$ cat config.mk
export PLATFORM = sky130hd
export DESIGN_NAME = cvxif_bcd_exec
export DESIGN_NICKNAME = d
export VERILOG_FILES = /design/src/rtl/cvxif_bcd_exec.sv
export SDC_FILE = /design/constraint.sdc
export NUM_CORES = 1
export LEC_CHECK = 0
export CORE_MARGIN = 2
export CORE_UTILIZATION = 40
export DETAILED_ROUTE_END_ITERATION = 16
export PLACE_DENSITY = 0.64
export SYNTH_ARGS = -nofsm -noshare
export SYNTH_HDL_FRONTEND = slang
export SYNTH_SLANG_ARGS = --single-unit
$ cat constraint.sdc
create_clock -name clk_i -period 3.8 [get_ports clk_i]
set_clock_uncertainty 0.1 [all_clocks]
set_input_delay 0.76 -clock clk_i [delete_from_list [all_inputs] [get_ports clk_i]]
set_output_delay 0.76 -clock clk_i [all_outputs]
set_load 0.005 [all_outputs]
$ cat src/rtl/cvxif_bcd_exec.sv
// CV-X-IF example coprocessor execution unit: BCDfromBIN (double-dabble) and BCDADD.
// Optional macro CVXIF_BCD_FAST_EN: single-cycle parallel-carry BCDADD instead of digit-serial.
module cvxif_bcd_exec #(
    parameter int ID_WIDTH = 4,
    parameter int XLEN     = 32
) (
    input  logic                clk_i,
    input  logic                rst_ni,
    input  logic                flush_i,
    input  logic                req_valid_i,
    output logic                req_ready_o,
    input  logic [3:0]          req_opcode_i,
    input  logic [XLEN-1:0]     req_rs1_i,
    input  logic [XLEN-1:0]     req_rs2_i,
    input  logic [4:0]          req_rd_i,
    input  logic [ID_WIDTH-1:0] req_id_i,
    output logic                res_valid_o,
    input  logic                res_ready_i,
    output logic [XLEN-1:0]     res_data_o,
    output logic [4:0]          res_rd_o,
    output logic [ID_WIDTH-1:0] res_id_o,
    output logic                res_we_o,
    output logic                res_exc_o,
    output logic [1:0]          res_flags_o,
    output logic [1:0]          dbg_state_o
);

    typedef enum logic [1:0] {
        IDLE = 2'd0,
        CONV = 2'd1,
        ADD  = 2'd2,
        DONE = 2'd3
    } state_t;

    localparam logic [3:0] OP_BIN2BCD = 4'd1;
    localparam logic [3:0] OP_BCDADD  = 4'd2;

    // Handshakes: a request transfers on an edge where req_valid_i & req_ready_o;
    // a result transfers on an edge where res_valid_o & res_ready_i. flush_i wins over both.
    state_t              state;
    logic [4:0]          cnt;
    logic [3:0]          op;
    logic [XLEN-1:0]     opa;
    logic [XLEN-1:0]     opb;
    logic [39:0]         bcd;
    logic [39:0]         bcd_adj;
    logic [XLEN-1:0]     sum;
    logic                carry;
    logic                inv;
    logic [4:0]          rd;
    logic [ID_WIDTH-1:0] id;

    assign req_ready_o = (state == IDLE);
    assign dbg_state_o = state;

    always_comb begin
        bcd_adj = '0;
        for (int i = 0; i < 10; i++) begin
            bcd_adj[4*i +: 4] = (bcd[4*i +: 4] >= 4'd5) ? bcd[4*i +: 4] + 4'd3 : bcd[4*i +: 4];
        end
    end

`ifdef CVXIF_BCD_FAST_EN
    logic [XLEN-1:0] fast_sum;
    logic [4:0]      fast_ds;
    logic            fast_c;
    logic            fast_inv;

    always_comb begin
        fast_sum = '0;
        fast_ds  = '0;
        fast_c   = 1'b0;
        fast_inv = 1'b0;
        for (int i = 0; i < 8; i++) begin
            fast_inv = fast_inv | (opa[4*i +: 4] > 4'd9) | (opb[4*i +: 4] > 4'd9);
            fast_ds  = {1'b0, opa[4*i +: 4]} + {1'b0, opb[4*i +: 4]} + {4'b0, fast_c};
            fast_c   = (fast_ds > 5'd9);
            fast_sum[4*i +: 4] = fast_c ? fast_ds[3:0] - 4'd10 : fast_ds[3:0];
        end
    end
`else
    logic [4:0] ser_ds;
    logic [3:0] ser_dig;
    logic       ser_c;
    logic       ser_inv;

    // Operands shift right one digit per cycle, so the active digit is always the low nibble.
    always_comb begin
        ser_ds  = {1'b0, opa[3:0]} + {1'b0, opb[3:0]} + {4'b0, carry};
        ser_c   = (ser_ds > 5'd9);
        ser_dig = ser_c ? ser_ds[3:0] - 4'd10 : ser_ds[3:0];
        ser_inv = (opa[3:0] > 4'd9) | (opb[3:0] > 4'd9);
    end
`endif

    always_ff @(posedge clk_i or negedge rst_ni) begin
        if (!rst_ni) begin
            state       <= IDLE;
            cnt         <= '0;
            op          <= '0;
            opa         <= '0;
            opb         <= '0;
            bcd         <= '0;
            sum         <= '0;
            carry       <= 1'b0;
            inv         <= 1'b0;
            rd          <= '0;
            id          <= '0;
            res_valid_o <= 1'b0;
            res_data_o  <= '0;
            res_rd_o    <= '0;
            res_id_o    <= '0;
            res_we_o    <= 1'b0;
            res_exc_o   <= 1'b0;
            res_flags_o <= '0;
        end else if (flush_i) begin
            state       <= IDLE;
            cnt         <= '0;
            res_valid_o <= 1'b0;
            res_data_o  <= '0;
            res_rd_o    <= '0;
            res_id_o    <= '0;
            res_we_o    <= 1'b0;
            res_exc_o   <= 1'b0;
            res_flags_o <= '0;
        end else begin
            case (state)
                IDLE: begin
                    if (req_valid_i) begin
                        op    <= req_opcode_i;
                        opa   <= req_rs1_i;
                        opb   <= req_rs2_i;
                        rd    <= req_rd_i;
                        id    <= req_id_i;
                        bcd   <= '0;
                        sum   <= '0;
                        carry <= 1'b0;
                        inv   <= 1'b0;
                        cnt   <= '0;
                        case (req_opcode_i)
                            OP_BIN2BCD: state <= CONV;
                            OP_BCDADD:  state <= ADD;
                            default:    state <= DONE;
                        endcase
                    end
                end
                CONV: begin
                    bcd <= {bcd_adj[38:0], opa[XLEN-1]};
                    opa <= {opa[XLEN-2:0], 1'b0};
                    if (cnt == 5'd31) begin
                        cnt   <= '0;
                        state <= DONE;
                    end else begin
                        cnt <= cnt + 5'd1;
                    end
                end
                ADD: begin
`ifdef CVXIF_BCD_FAST_EN
                    sum   <= fast_sum;
                    carry <= fast_c;
                    inv   <= fast_inv;
                    state <= DONE;
`else
                    sum   <= {ser_dig, sum[XLEN-1:4]};
                    carry <= ser_c;
                    inv   <= inv | ser_inv;
                    opa   <= {4'b0, opa[XLEN-1:4]};
                    opb   <= {4'b0, opb[XLEN-1:4]};
                    if (cnt == 5'd7) begin
                        cnt   <= '0;
                        state <= DONE;
                    end else begin
                        cnt <= cnt + 5'd1;
                    end
`endif
                end
                DONE: begin
                    // First DONE cycle registers the result beat; it is then held until taken.
                    if (!res_valid_o) begin
                        res_valid_o <= 1'b1;
                        res_rd_o    <= rd;
                        res_id_o    <= id;
                        case (op)
                            OP_BIN2BCD: begin
                                res_data_o  <= bcd[XLEN-1:0];
                                res_flags_o <= {1'b0, |bcd[39:32]};
                                res_we_o    <= (rd != 5'd0);
                                res_exc_o   <= 1'b0;
                            end
                            OP_BCDADD: begin
                                res_data_o  <= inv ? '0 : sum;
                                res_flags_o <= {inv, ~inv & carry};
                                res_we_o    <= (rd != 5'd0);
                                res_exc_o   <= 1'b0;
                            end
                            default: begin
                                res_data_o  <= '0;
                                res_flags_o <= '0;
                                res_we_o    <= 1'b0;
                                res_exc_o   <= 1'b1;
                            end
                        endcase
                    end else if (res_ready_i) begin
                        state       <= IDLE;
                        res_valid_o <= 1'b0;
                        res_data_o  <= '0;
                        res_rd_o    <= '0;
                        res_id_o    <= '0;
                        res_we_o    <= 1'b0;
                        res_exc_o   <= 1'b0;
                        res_flags_o <= '0;
                    end
                end
                default: state <= IDLE;
            endcase
        end
    end

endmodule

==> results of run 1 <==
## stage by stage
step / total power [mW] / utilization / setup slack, ps / hold slack [ps]
2_1_floorplan: 5.07 / - / 1060 / 340
3_3_place_gp: 5.90 / 0.478 / 983 / 351
3_5_place_dp: 5.97 / 0.478 / 919 / 356
4_1_cts: 8.40 / 0.512 / 886 / 222
5_1_grt: 8.93 / 0.512 / 688 / 238
6_report: 8.31 / 0.512 / 890 / 194
## power groups by stage
| stage | Sequential [mW] | Combinational (mW) | Clock [mW] |
|---|---|---|---|
| after floorplan | 3.01 | 2.06 | 0 |
| after global placement | 3.13 | 2.77 | 0 |
| after detailed placement | 3.15 | 2.82 | 0 |
| after CTS | 3.11 | 2.83 | 2.46 |
| after global routing | 3.18 | 3.19 | 2.56 |
| final | 3.11 | 2.79 | 2.41 |
## final cells by class
type | count | share of cell area
clock buffer | 32 | 0.0540
clock inverter | 11 | 0.0127
inverter | 28 | 0.00844
multi-input combinational | 762 | 0.362
sequential | 204 | 0.410
tap | 324 | 0.0326
timing repair buffer | 151 | 0.120
## final timing paths
check                           cells after the start  slack, ps                from                        end
max in group asynchronous                           2       2570              rst_ni        sum[24]$_DFFE_PN0P_
worst min register to register                      2        370  sum[0]$_DFFE_PN0P_         sum[0]$_DFFE_PN0P_
min in group clk_i                                  2        370  sum[0]$_DFFE_PN0P_         sum[0]$_DFFE_PN0P_
worst min-delay path                                1        190              rst_ni  res_data_o[7]$_DFFE_PN0P_
worst max-delay path                                8        890  opa[0]$_DFFE_PN0P_        sum[30]$_DFFE_PN0P_
worst max register to register                      8        890  opa[0]$_DFFE_PN0P_        sum[30]$_DFFE_PN0P_
## registers in the layout, summed over array words and instances (netlist names), 2 cells and up
name         flops
id               4
bcd             40
res_flags_o      2
dbg_state_o      2
res_data_o      32
sum             32
rd               5
opb             32
res_id_o         4
res_rd_o         5
op               4
opa             32
cnt              5
## layout by cell type, fill, tap and decap left out, types with 9 or more instances in the layout
cell	n
a22oi_1	60
nand2b_1	15
a22o_1	22
clkbuf_16	25
mux2_1	12
xnor2_1	12
o21ai_1	89
clkdlybuf4s50_1	129
o21ai_0	77
nor2b_1	10
buf_4	18
nand2_1	239
nor2_1	25
a21oi_1	37
ha_1	29
nor3b_1	9
dfrtp_1	204
o22ai_1	19
mux2i_1	29
nand3_1	31
inv_1	27
## cell usage after synthesis (all sizes together) (2+ instances only)
library cell,count,area share
a21o,6,0.0047
a21oi,40,0.021
a22o,22,0.019
a22oi,60,0.045
a311oi,2,0.0018
a31oi,6,0.0038
and3,3,0.0024
buf,25,0.011
clkbuf,41,0.015
dfrtp,204,0.51
fa,2,0.0040
ha,32,0.040
inv,28,0.011
mux2,12,0.014
mux2i,29,0.029
nand2,239,0.090
nand2b,15,0.0094
nand3,31,0.016
nor2,25,0.0094
nor2b,11,0.0069
nor3,3,0.0015
nor3b,9,0.0068
nor4b,3,0.0039
o21ai,166,0.084
o22ai,19,0.012
o31ai,3,0.0023
or2,3,0.0019
xnor2,12,0.011
## cell families after synthesis
| logic type | Yosys count | share of synthesized area |
|---|---|---|
| flops | 204 | 0.514 |
| compound gates | 328 | 0.199 |
| fa+ha+maj | 34 | 0.0443 |
| xor+xnor | 13 | 0.0115 |
| buf+inv | 94 | 0.0370 |
| mux | 41 | 0.0428 |
| simple gates | 346 | 0.151 |
## critical path, stage by stage, from the launching register on
cell	delay, ps
dfrtp_1	410
fa_1	460
fa_1	410
xnor2_1	190
ha_1	240
nor2b_1	160
o41ai_4	280
mux2_1	370
o31ai_1	200
## per-layer routing
metal  global-route usage  vias to the layer above  part of all wire  wire, um
met2                0.308                      172              0.48     11300
met4               0.0446                        0             0.017       402
li1                     -                     3921                 -         -
met5                    0                        -                 0         0
met3               0.0288                       30             0.044      1050
met1                0.253                     3880              0.46     11000
==> reports/summary.log, run 1 <==
qor: outcome.run_status finished, final reports clean
qor: floorplan.core_region_area 24300 um2
qor: power_and_ir_drop.vdd_ir_drop_max 363 uV
qor: cts.post_cts_resize_count 0
qor: sta.period_minus_slack 2910 ps
qor: floorplan.top_level_ports 131
qor: power_and_ir_drop.sw_frac_of_total 0.356
qor: global_routing.maximum_number_of_pins_on_one_net_before_global_route_repair 88
qor: setup_path.crit_path_end_kind register
qor: floorplan.initial_utilization 0.409
qor: placed_design.dpl.cell_count 1469
qor: floorplan.die_width 162 um
qor: global_routing.number_of_antenna_violations_at_the_first_check_in_global_routing 0
qor: placed_design.dpl.hpwl 15900 um
qor: sta.hold_violations 0
qor: detailed_routing.first_pass_iters 5
qor: min_path.hold_path.class primary input to asynchronous set/reset pin
qor: logic_synthesis.synth-warning-count 0
qor: detailed_routing.route.antenna.remaining_nets 0
qor: setup_path.timing_worst_setup_path_type register to register
qor: logic_synthesis.postSynth.asyncResetShare 1.00
qor: finish.final_cells 1512
qor: detailed_routing.first_iter_violations 442
qor: cts.cts_tree done
qor: finish.antenna-diode-count 0
qor: sta.fin_tns_setup 0 ps
qor: power_and_ir_drop.leakage 5.39 nW
qor: cts.cts.hold.buffers_added 0
qor: global_routing.grtUsageTotal 0.184
qor: logic_synthesis.synthesis.area_per_instance 9.37 um2
qor: setup_path.worst_ep_arrival_time 3230 ps
qor: power_and_ir_drop.comb_power_share 0.336
qor: power_and_ir_drop.power.net_switching 2.96 mW
qor: logic_synthesis.synth-seq-area-share 0.514
qor: sta.max_freq 344 MHz
qor: power_and_ir_drop.share_seq_of_total_power 0.374
qor: cts.clock_insertion_delay_worst_skew 520 ps
qor: cts.clk_root_buffer_cell clkbuf_16
qor: finish.design_area 12500 um2
qor: finish.drive_gt1_frac 0.0640
qor: logic_synthesis.number_of_enable_flip_flop_cells_after_synthesis 0
qor: sta.final_period_util 0.766
qor: detailed_routing.detail_route.wl_per_cell 15.7 um
qor: sta.final-max-slew-violation-count 0
qor: cts.htree_levels 1
qor: sta.setup-violations-final 0
qor: cts.clock_path_buffers 3
qor: cts.cts-buffers-inserted 24
qor: cts.clock_pin_slew_worst_setup_and_hold_paths 60 ps
qor: floorplan.placement_rows 57
qor: global_routing.grt_first_pass_wirelength 40000 um
qor: power_and_ir_drop.internal-power 5.35 mW
qor: finish.synthToLayoutAreaGrowth 25.3%
qor: finish.filler_cell_count 2280
qor: placed_design.place_congestion 0.788
qor: detailed_routing.number_of_remaining_drc_errors 0
qor: finish.layout.nets 1287
qor: logic_synthesis.yosys_register_bits 204
qor: cts.postCtsSetupRepairBufs 0
qor: power_and_ir_drop.power.density_cell_area 667 nW/um2
qor: logic_synthesis.synth_nets 1176
qor: logic_synthesis.yosysUniqueCellTypes 45
qor: finish.multiInputGateArea 4510 um2
qor: sta.grt_setup_unrepaired false
qor: sta.max-slew-margin-rel 0.332
qor: cts.numClockSinks 204
qor: logic_synthesis.synth_cells 1060
qor: global_routing.grt-ovfl-total 0
qor: run.cap_viol_max_count 0
qor: sta.worst-slew-pin-transition 1000 ps
qor: global_routing.vias_in_the_first_global_route 7864
qor: detailed_routing.vias 8003
qor: placed_design.postPlaceCellArea 11600 um2
qor: placed_design.port_buffers 130
qor: floorplan.floorplan.die_area 26100 um2
qor: logic_synthesis.syn_area 9940 um2
qor: detailed_routing.vias_per_cell 5.29
qor: setup_path.critical_path.startpoint_type register
qor: power_and_ir_drop.share_of_total_power_in_the_clock_network 0.290
qor: logic_synthesis.dominantRegCellSynth dfrtp_1
qor: detailed_routing.drt-total-wl 23700 um
qor: floorplan.die_h 162 um
qor: setup_path.worst_endpoint_required_time 4120 ps
qor: finish.final-seq-area 5100 um2
qor: setup_path.largest_fanout_on_the_critical_path 3
(Power assumes the default switching activity.)
==> run 2: changes to the inputs <==
==> constraint.sdc (replaced) <==
create_clock -name clk_i -period 2.75 [get_ports clk_i]
set_clock_uncertainty 0.1 [all_clocks]
set_input_delay 0.55 -clock clk_i [delete_from_list [all_inputs] [get_ports clk_i]]
set_output_delay 0.55 -clock clk_i [all_outputs]
set_load 0.005 [all_outputs]
==> reports/summary.log, run 2 (synthesis results as in run 1) <==
qor: detailed_routing.first_pass_iters 5 [unchanged]
qor: min_path.hold_depth 2
qor: sta.hold_violations 0 [unchanged]
qor: finish.final-seq-area 5100 um2 [unchanged]
qor: finish.final_cells 1524 [+0.79%]
qor: detailed_routing.route.antenna.remaining_nets 0 [unchanged]
qor: floorplan.core_region_area 24300 um2 [unchanged]
qor: floorplan.die_width 162 um [unchanged]
qor: finish.top_register bcd
qor: sta.setup-violations-final 0 [unchanged]
qor: setup_path.worst_ep_arrival_time 3040 ps [-190 ps]
qor: floorplan.top_level_ports 131 [unchanged]
qor: detailed_routing.number_of_remaining_drc_errors 0 [unchanged]
qor: cts.clk_root_buffer_cell clkbuf_16
qor: setup_path.timing_worst_setup_path_type register to register
qor: sta.period_minus_slack 2720 ps [-189 ps]
qor: sta.max-slew-margin-rel 0.542 [+0.210]
qor: cts.cts_tree done
qor: finish.finish.utilization 0.519 [+0.00700]
qor: finish.drive_gt1_frac 0.0758 [+0.0119]
qor: finish.antenna-diode-count 0 [unchanged]
qor: finish.filler_cell_count 2236 [-1.9%]
qor: placed_design.postPlaceCellArea 11800 um2 [+1.2%]
qor: finish.final_common_cell nand2_1
qor: global_routing.grt.met3_usage 0.0272 [-0.00154]
qor: setup_path.critical_path.startpoint_type register
qor: min_path.holdPathEnd sum[3]$_DFFE_PN0P_
qor: setup_path.worst_r2r_startpoint opa[0]$_DFFE_PN0P_
qor: detailed_routing.vias_per_cell 5.22 [-1.4%]
qor: global_routing.grtUsageTotal 0.181 [-0.00311]
qor: placed_design.place_congestion 0.808 [+2.5%]
qor: global_routing.grt_first_pass_wirelength 39200 um [-2.0%]
qor: floorplan.floorplan.die_area 26100 um2 [unchanged]
qor: finish.synthToLayoutAreaGrowth 27.0%
qor: finish.multiInputGateArea 4530 um2 [+0.53%]
qor: placed_design.dpl.cell_count 1479 [+0.68%]
qor: power_and_ir_drop.power.density_cell_area 927 nW/um2 [+39%]
qor: detailed_routing.drt-total-wl 23500 um [-0.61%]
qor: floorplan.initial_utilization 0.409 [unchanged]
qor: global_routing.number_of_antenna_violations_at_the_first_check_in_global_routing 0 [unchanged]
qor: power_and_ir_drop.leakage 5.47 nW [+1.5%]
qor: global_routing.maximum_number_of_pins_on_one_net_before_global_route_repair 66 [-25%]
qor: floorplan.placement_rows 57 [unchanged]
qor: power_and_ir_drop.vdd_ir_drop_max 571 uV [+57%]
qor: global_routing.grt_use_met1 0.245 [-0.00806]
qor: cts.numClockSinks 204 [unchanged]
qor: min_path.hold_path.class register to register
qor: outcome.run_status finished, final reports clean
qor: finish.layout.nets 1299 [+0.93%]
qor: floorplan.die_h 162 um [unchanged]
qor: sta.max_freq 367 MHz [+6.9%]
qor: global_routing.globalRouteMet2Util 0.310 [+0.00175]
qor: global_routing.grt-ovfl-total 0 [unchanged]
qor: finish.design_area 12600 um2 [+1.4%]
qor: global_routing.most_crowded_layer_after_global_routing met2
qor: sta.final_period_util 0.990 [+0.224]
qor: detailed_routing.vias 7952 [-0.64%]
qor: min_path.hold_path_startpoint sum[3]$_DFFE_PN0P_
qor: placed_design.dpl.hpwl 15800 um [-0.56%]
qor: sta.worst-slew-pin-transition 687 ps [-315 ps]
qor: placed_design.port_buffers 130 [unchanged]
qor: detailed_routing.first_iter_violations 325 [-26%]
qor: setup_path.reg2reg_slack 30 ps [-860 ps]
qor: setup_path.worst-r2r-cell-count 8 [unchanged]
qor: setup_path.largest_fanout_on_the_critical_path 3 [unchanged]
qor: sta.final-max-slew-violation-count 0 [unchanged]
qor: setup_path.worst_endpoint_required_time 3070 ps [-1050 ps]
qor: cts.clock_pin_slew_worst_setup_and_hold_paths 60 ps [about the same]
qor: detailed_routing.detail_route.wl_per_cell 15.4 um [-1.4%]
qor: power_and_ir_drop.finalPower 11.7 mW [+41%]
qor: run.cap_viol_max_count 0 [unchanged]
qor: finish.most-common-layout-cells 239 x nand2_1, 204 x dfrtp_1, 129 x clkdlybuf4s50_1
qor: cts.clock_insertion_delay_worst_skew 510 ps [about the same]
qor: finish.largest_reg_flops 40 [unchanged]
qor: setup_path.worstReg2RegEnd sum[30]$_DFFE_PN0P_
qor: sta.grt_setup_unrepaired true
qor: setup_path.crit_path_end_kind register
qor: global_routing.vias_in_the_first_global_route 7719 [-1.8%]
qor: cts.cts-buffers-inserted 24 [unchanged]
qor: cts.clock_path_buffers 3 [unchanged]
qor: cts.htree_levels 1 [unchanged]
-- run 2: changes by cell type in the layout (fill, tap and decap cells not counted), moves of 2 or more --
cell	before	now
buf_12	3	8
clkinv_2	6	1
bufinv_16	4	2
buf_4	18	24
clkbuf_8	3	8
clkbuf_1	5	7
fa_1	2	0
fa_2	0	2
-- run 2: repair_timing --
| item | in CTS | in global routing |
|---|---|---|
| gates resized for setup | 5 | 1 |
| hold buffers | 1 | 0 |
| setup buffers | 0 | 1 |
| pin swaps | 0 | 0 |
| hold endpoints to repair | 52 | 0 |
| endpoints found under the setup margin | 2 | 3 |
-- run 2: area by class of cell --
class,instances,area share
Timing Repair Buffer,163,0.131
Clock inverter,4,0.00575
Tap cell,324,0.0321
Sequential cell,204,0.404
Multi-Input combinational cell,762,0.359
Inverter,28,0.00833
Clock buffer,39,0.0593
-- run 2: worst max-delay path, cell delays in order, from the launching register on --
cell     delay, ps
dfrtp_1        410
fa_2           420
fa_2           540
inv_2           50
ha_1           180
nor2b_1        160
o41ai_4        270
mux2_4         340
o31ai_2        170
-- run 2: worst max path at each step --
stage / start / end / slack (ps)
floorplan: opa[0]$_DFFE_PN0P_ / sum[30]$_DFFE_PN0P_ / 10
global placement: opa[0]$_DFFE_PN0P_ / sum[30]$_DFFE_PN0P_ / 1
detailed placement: opa[0]$_DFFE_PN0P_ / sum[30]$_DFFE_PN0P_ / -130
CTS: opa[0]$_DFFE_PN0P_ / sum[30]$_DFFE_PN0P_ / 9
global route: opa[0]$_DFFE_PN0P_ / sum[30]$_DFFE_PN0P_ / -60
finish: opa[0]$_DFFE_PN0P_ / sum[30]$_DFFE_PN0P_ / 30
-- run 2: metrics by stage --
stage / setup TNS, ps / setup slack, ps / hold WS [ps]
6_report: 0 / 28.8 / 375
5_1_grt: -57.2 / -57.2 / 395
4_1_cts: 0 / 9.24 / 378
3_5_place_dp: -185 / -133 / 361
3_3_place_gp: 0 / 1.38 / 354
2_1_floorplan: 0 / 12.5 / 154
-- run 2: routing by layer --
metal / vias to the layer above / wire, um
met5: - / 0
met4: 0 / 406
met3: 37 / 998
met2: 160 / 11500
met1: 3802 / 10700
li1: 3953 / -
-- run 2: power by group --
part	switching (mW)	internal, mW	leakage (nW)
registers	0.577	3.71	2.72
clock network	1.23	2.03	0.399
logic	2.35	1.81	2.35
==> run 3: changes to the inputs <==
--- a/config.mk
+++ b/config.mk
@@ -5,9 +5,9 @@
 export SDC_FILE = /design/constraint.sdc
 export NUM_CORES = 1
 export LEC_CHECK = 0
-export CORE_MARGIN = 2
 export CORE_UTILIZATION = 40
 export DETAILED_ROUTE_END_ITERATION = 16
+export HOLD_SLACK_MARGIN = 0.15
 export PLACE_DENSITY = 0.64
 export SYNTH_ARGS = -nofsm -noshare
 export SYNTH_HDL_FRONTEND = slang
==> reports/summary.log, run 3 (synthesis results as in run 1) <==
qor: floorplan.floorplan.die_area 25500 um2 [-2.5%]
qor: sta.max-slew-margin-rel 0.614 [+0.0727]
qor: sta.max_freq 377 MHz [+2.6%]
qor: run.cap_viol_max_count 0 [unchanged]
qor: global_routing.grtUsageTotal 0.190 [+0.00829]
qor: global_routing.number_of_antenna_violations_at_the_first_check_in_global_routing 0 [unchanged]
qor: floorplan.core_region_area 24300 um2 [unchanged]
qor: power_and_ir_drop.leakage 5.48 nW [+0.19%]
qor: detailed_routing.route.antenna.remaining_nets 0 [unchanged]
qor: global_routing.grt-ovfl-total 0 [unchanged]
qor: sta.period_minus_slack 2650 ps [-68.5 ps]
qor: power_and_ir_drop.vdd_ir_drop_max 483 uV [-15%]
qor: placed_design.place_congestion 0.803 [-0.59%]
qor: finish.antenna-diode-count 0 [unchanged]
qor: global_routing.maximum_number_of_pins_on_one_net_before_global_route_repair 77 [+17%]
qor: setup_path.reg2reg_slack 100 ps [+70 ps]
qor: cts.htree_levels 1 [unchanged]
qor: sta.grt_setup_unrepaired false
qor: cts.clock_insertion_delay_worst_skew 510 ps [about the same]
qor: sta.worst-slew-pin-transition 578 ps [-109 ps]
qor: finish.final_common_cell nand2_1
qor: cts.cts-buffers-inserted 24 [unchanged]
qor: setup_path.worst_ep_arrival_time 2980 ps [-60 ps]
qor: setup_path.worst_endpoint_required_time 3070 ps [about the same]
qor: finish.drive_gt1_frac 0.0814 [+0.00556]
qor: finish.most-common-layout-cells 239 x nand2_1, 204 x dfrtp_1, 129 x clkdlybuf4s50_1
qor: placed_design.port_buffers 130 [unchanged]
qor: setup_path.critical_path.startpoint_type register
qor: cts.cts_tree done
qor: setup_path.timing_worst_setup_path_type register to register
qor: global_routing.vias_in_the_first_global_route 7993 [+3.5%]
qor: floorplan.placement_rows 57 [unchanged]
qor: finish.multiInputGateArea 4540 um2 [+0.17%]
qor: cts.clk_root_buffer_cell clkbuf_16
qor: detailed_routing.first_iter_violations 449 [+38%]
qor: detailed_routing.drt-total-wl 23800 um [+1.2%]
qor: cts.postCtsSetupRepairBufs 0 [unchanged]
qor: finish.synthToLayoutAreaGrowth 27.0% [about the same]
qor: floorplan.initial_utilization 0.409 [unchanged]
qor: floorplan.die_h 160 um [-1.2%]
qor: sta.hold_violations 0 [unchanged]
qor: setup_path.largest_fanout_on_the_critical_path 3 [unchanged]
qor: sta.final-max-slew-violation-count 0 [unchanged]
qor: detailed_routing.detail_route.wl_per_cell 15.6 um [+0.94%]
qor: setup_path.crit_path_end_kind register
qor: detailed_routing.number_of_remaining_drc_errors 0 [unchanged]
qor: cts.numClockSinks 204 [unchanged]
qor: finish.finish.utilization 0.519 [about the same]
qor: placed_design.dpl.hpwl 16000 um [+1.0%]
qor: sta.setup-violations-final 0 [unchanged]
qor: power_and_ir_drop.finalPower 11.7 mW [-0.45%]
qor: detailed_routing.first_pass_iters 5 [unchanged]
qor: min_path.hold_path.class register to register
qor: sta.final_period_util 0.965 [-0.0249]
qor: sta.fin_tns_setup 0 ps [unchanged]
qor: outcome.run_status finished, final reports clean
qor: finish.largest_reg_flops 40 [unchanged]
qor: global_routing.grt_first_pass_wirelength 40100 um [+2.2%]
qor: detailed_routing.vias_per_cell 5.22 [about the same]
qor: floorplan.die_width 160 um [-1.2%]
qor: detailed_routing.vias 7969 [+0.21%]
qor: cts.clock_pin_slew_worst_setup_and_hold_paths 60 ps [about the same]
qor: floorplan.top_level_ports 131 [unchanged]
qor: cts.clock_path_buffers 3 [unchanged]
qor: finish.filler_cell_count 2240 [+0.18%]
qor: power_and_ir_drop.power.density_cell_area 923 nW/um2 [-0.42%]
qor: finish.layout.nets 1303 [+0.31%]
qor: finish.top_register bcd
qor: finish.final-seq-area 5100 um2 [unchanged]
-- run 3: final cells by class --
class,count,share of cell area
clock buffer,38,0.0598
clock inverter,5,0.00397
inverter,28,0.00833
multi-input combinational,762,0.360
sequential,204,0.405
tap,324,0.0321
timing repair buffer,167,0.132
-- run 3: timing repair --
action                                 4_1_cts  5_1_grt
endpoints found under the hold margin       60        0
hold buffers                                 1        0
resized for setup                            7        2
pin swaps                                    3        1
setup endpoints to repair                    2        3
-- run 3: final timing paths --
check                                    from                         to  cells after the start
hold reg to reg            sum[0]$_DFFE_PN0P_         sum[0]$_DFFE_PN0P_                      2
setup / recovery            carry$_DFFE_PN0P_        sum[30]$_DFFE_PN0P_                      8
hold / removal             sum[0]$_DFFE_PN0P_         sum[0]$_DFFE_PN0P_                      2
max in group asynchronous              rst_ni        opb[16]$_DFFE_PN0P_                      3
setup reg to reg            carry$_DFFE_PN0P_        sum[30]$_DFFE_PN0P_                      8
min in group asynchronous              rst_ni  res_data_o[6]$_DFFE_PN0P_                      2
-- run 3: where the power goes --
| group | total (mW) | internal [mW] | switching (mW) |
|---|---|---|---|
| Sequential | 4.29 | 3.71 | 0.579 |
| Clock | 3.19 | 1.96 | 1.23 |
| Combinational | 4.17 | 1.82 | 2.35 |
-- run 3: critical path, stage by stage (launching register included) --
cell,delay [ps]
dfrtp_1,400
fa_2,410
fa_2,540
inv_2,50
ha_2,170
nor2b_4,130
o41ai_4,250
mux2_4,340
o31ai_2,160
-- run 3: metrics by stage --
stage	hold slack (ps)	cell area (um2)	std cells	setup slack (ps)
2_1_floorplan	154	9940	1060	12.5
3_3_place_gp	350	11800	1484	-13.5
3_5_place_dp	357	11800	1484	-98.7
4_1_cts	369	12600	1528	10.0
5_1_grt	384	12600	1528	3.99
6_report	367	12600	1528	97.3
-- run 3: layer usage --
layer | vias up | share of wire | track usage
li1 | 3952 | - | -
met1 | 3832 | 0.46 | 0.251
met2 | 150 | 0.49 | 0.326
met3 | 35 | 0.036 | 0.0279
met4 | 0 | 0.020 | 0.0446
met5 | - | 0 | 0
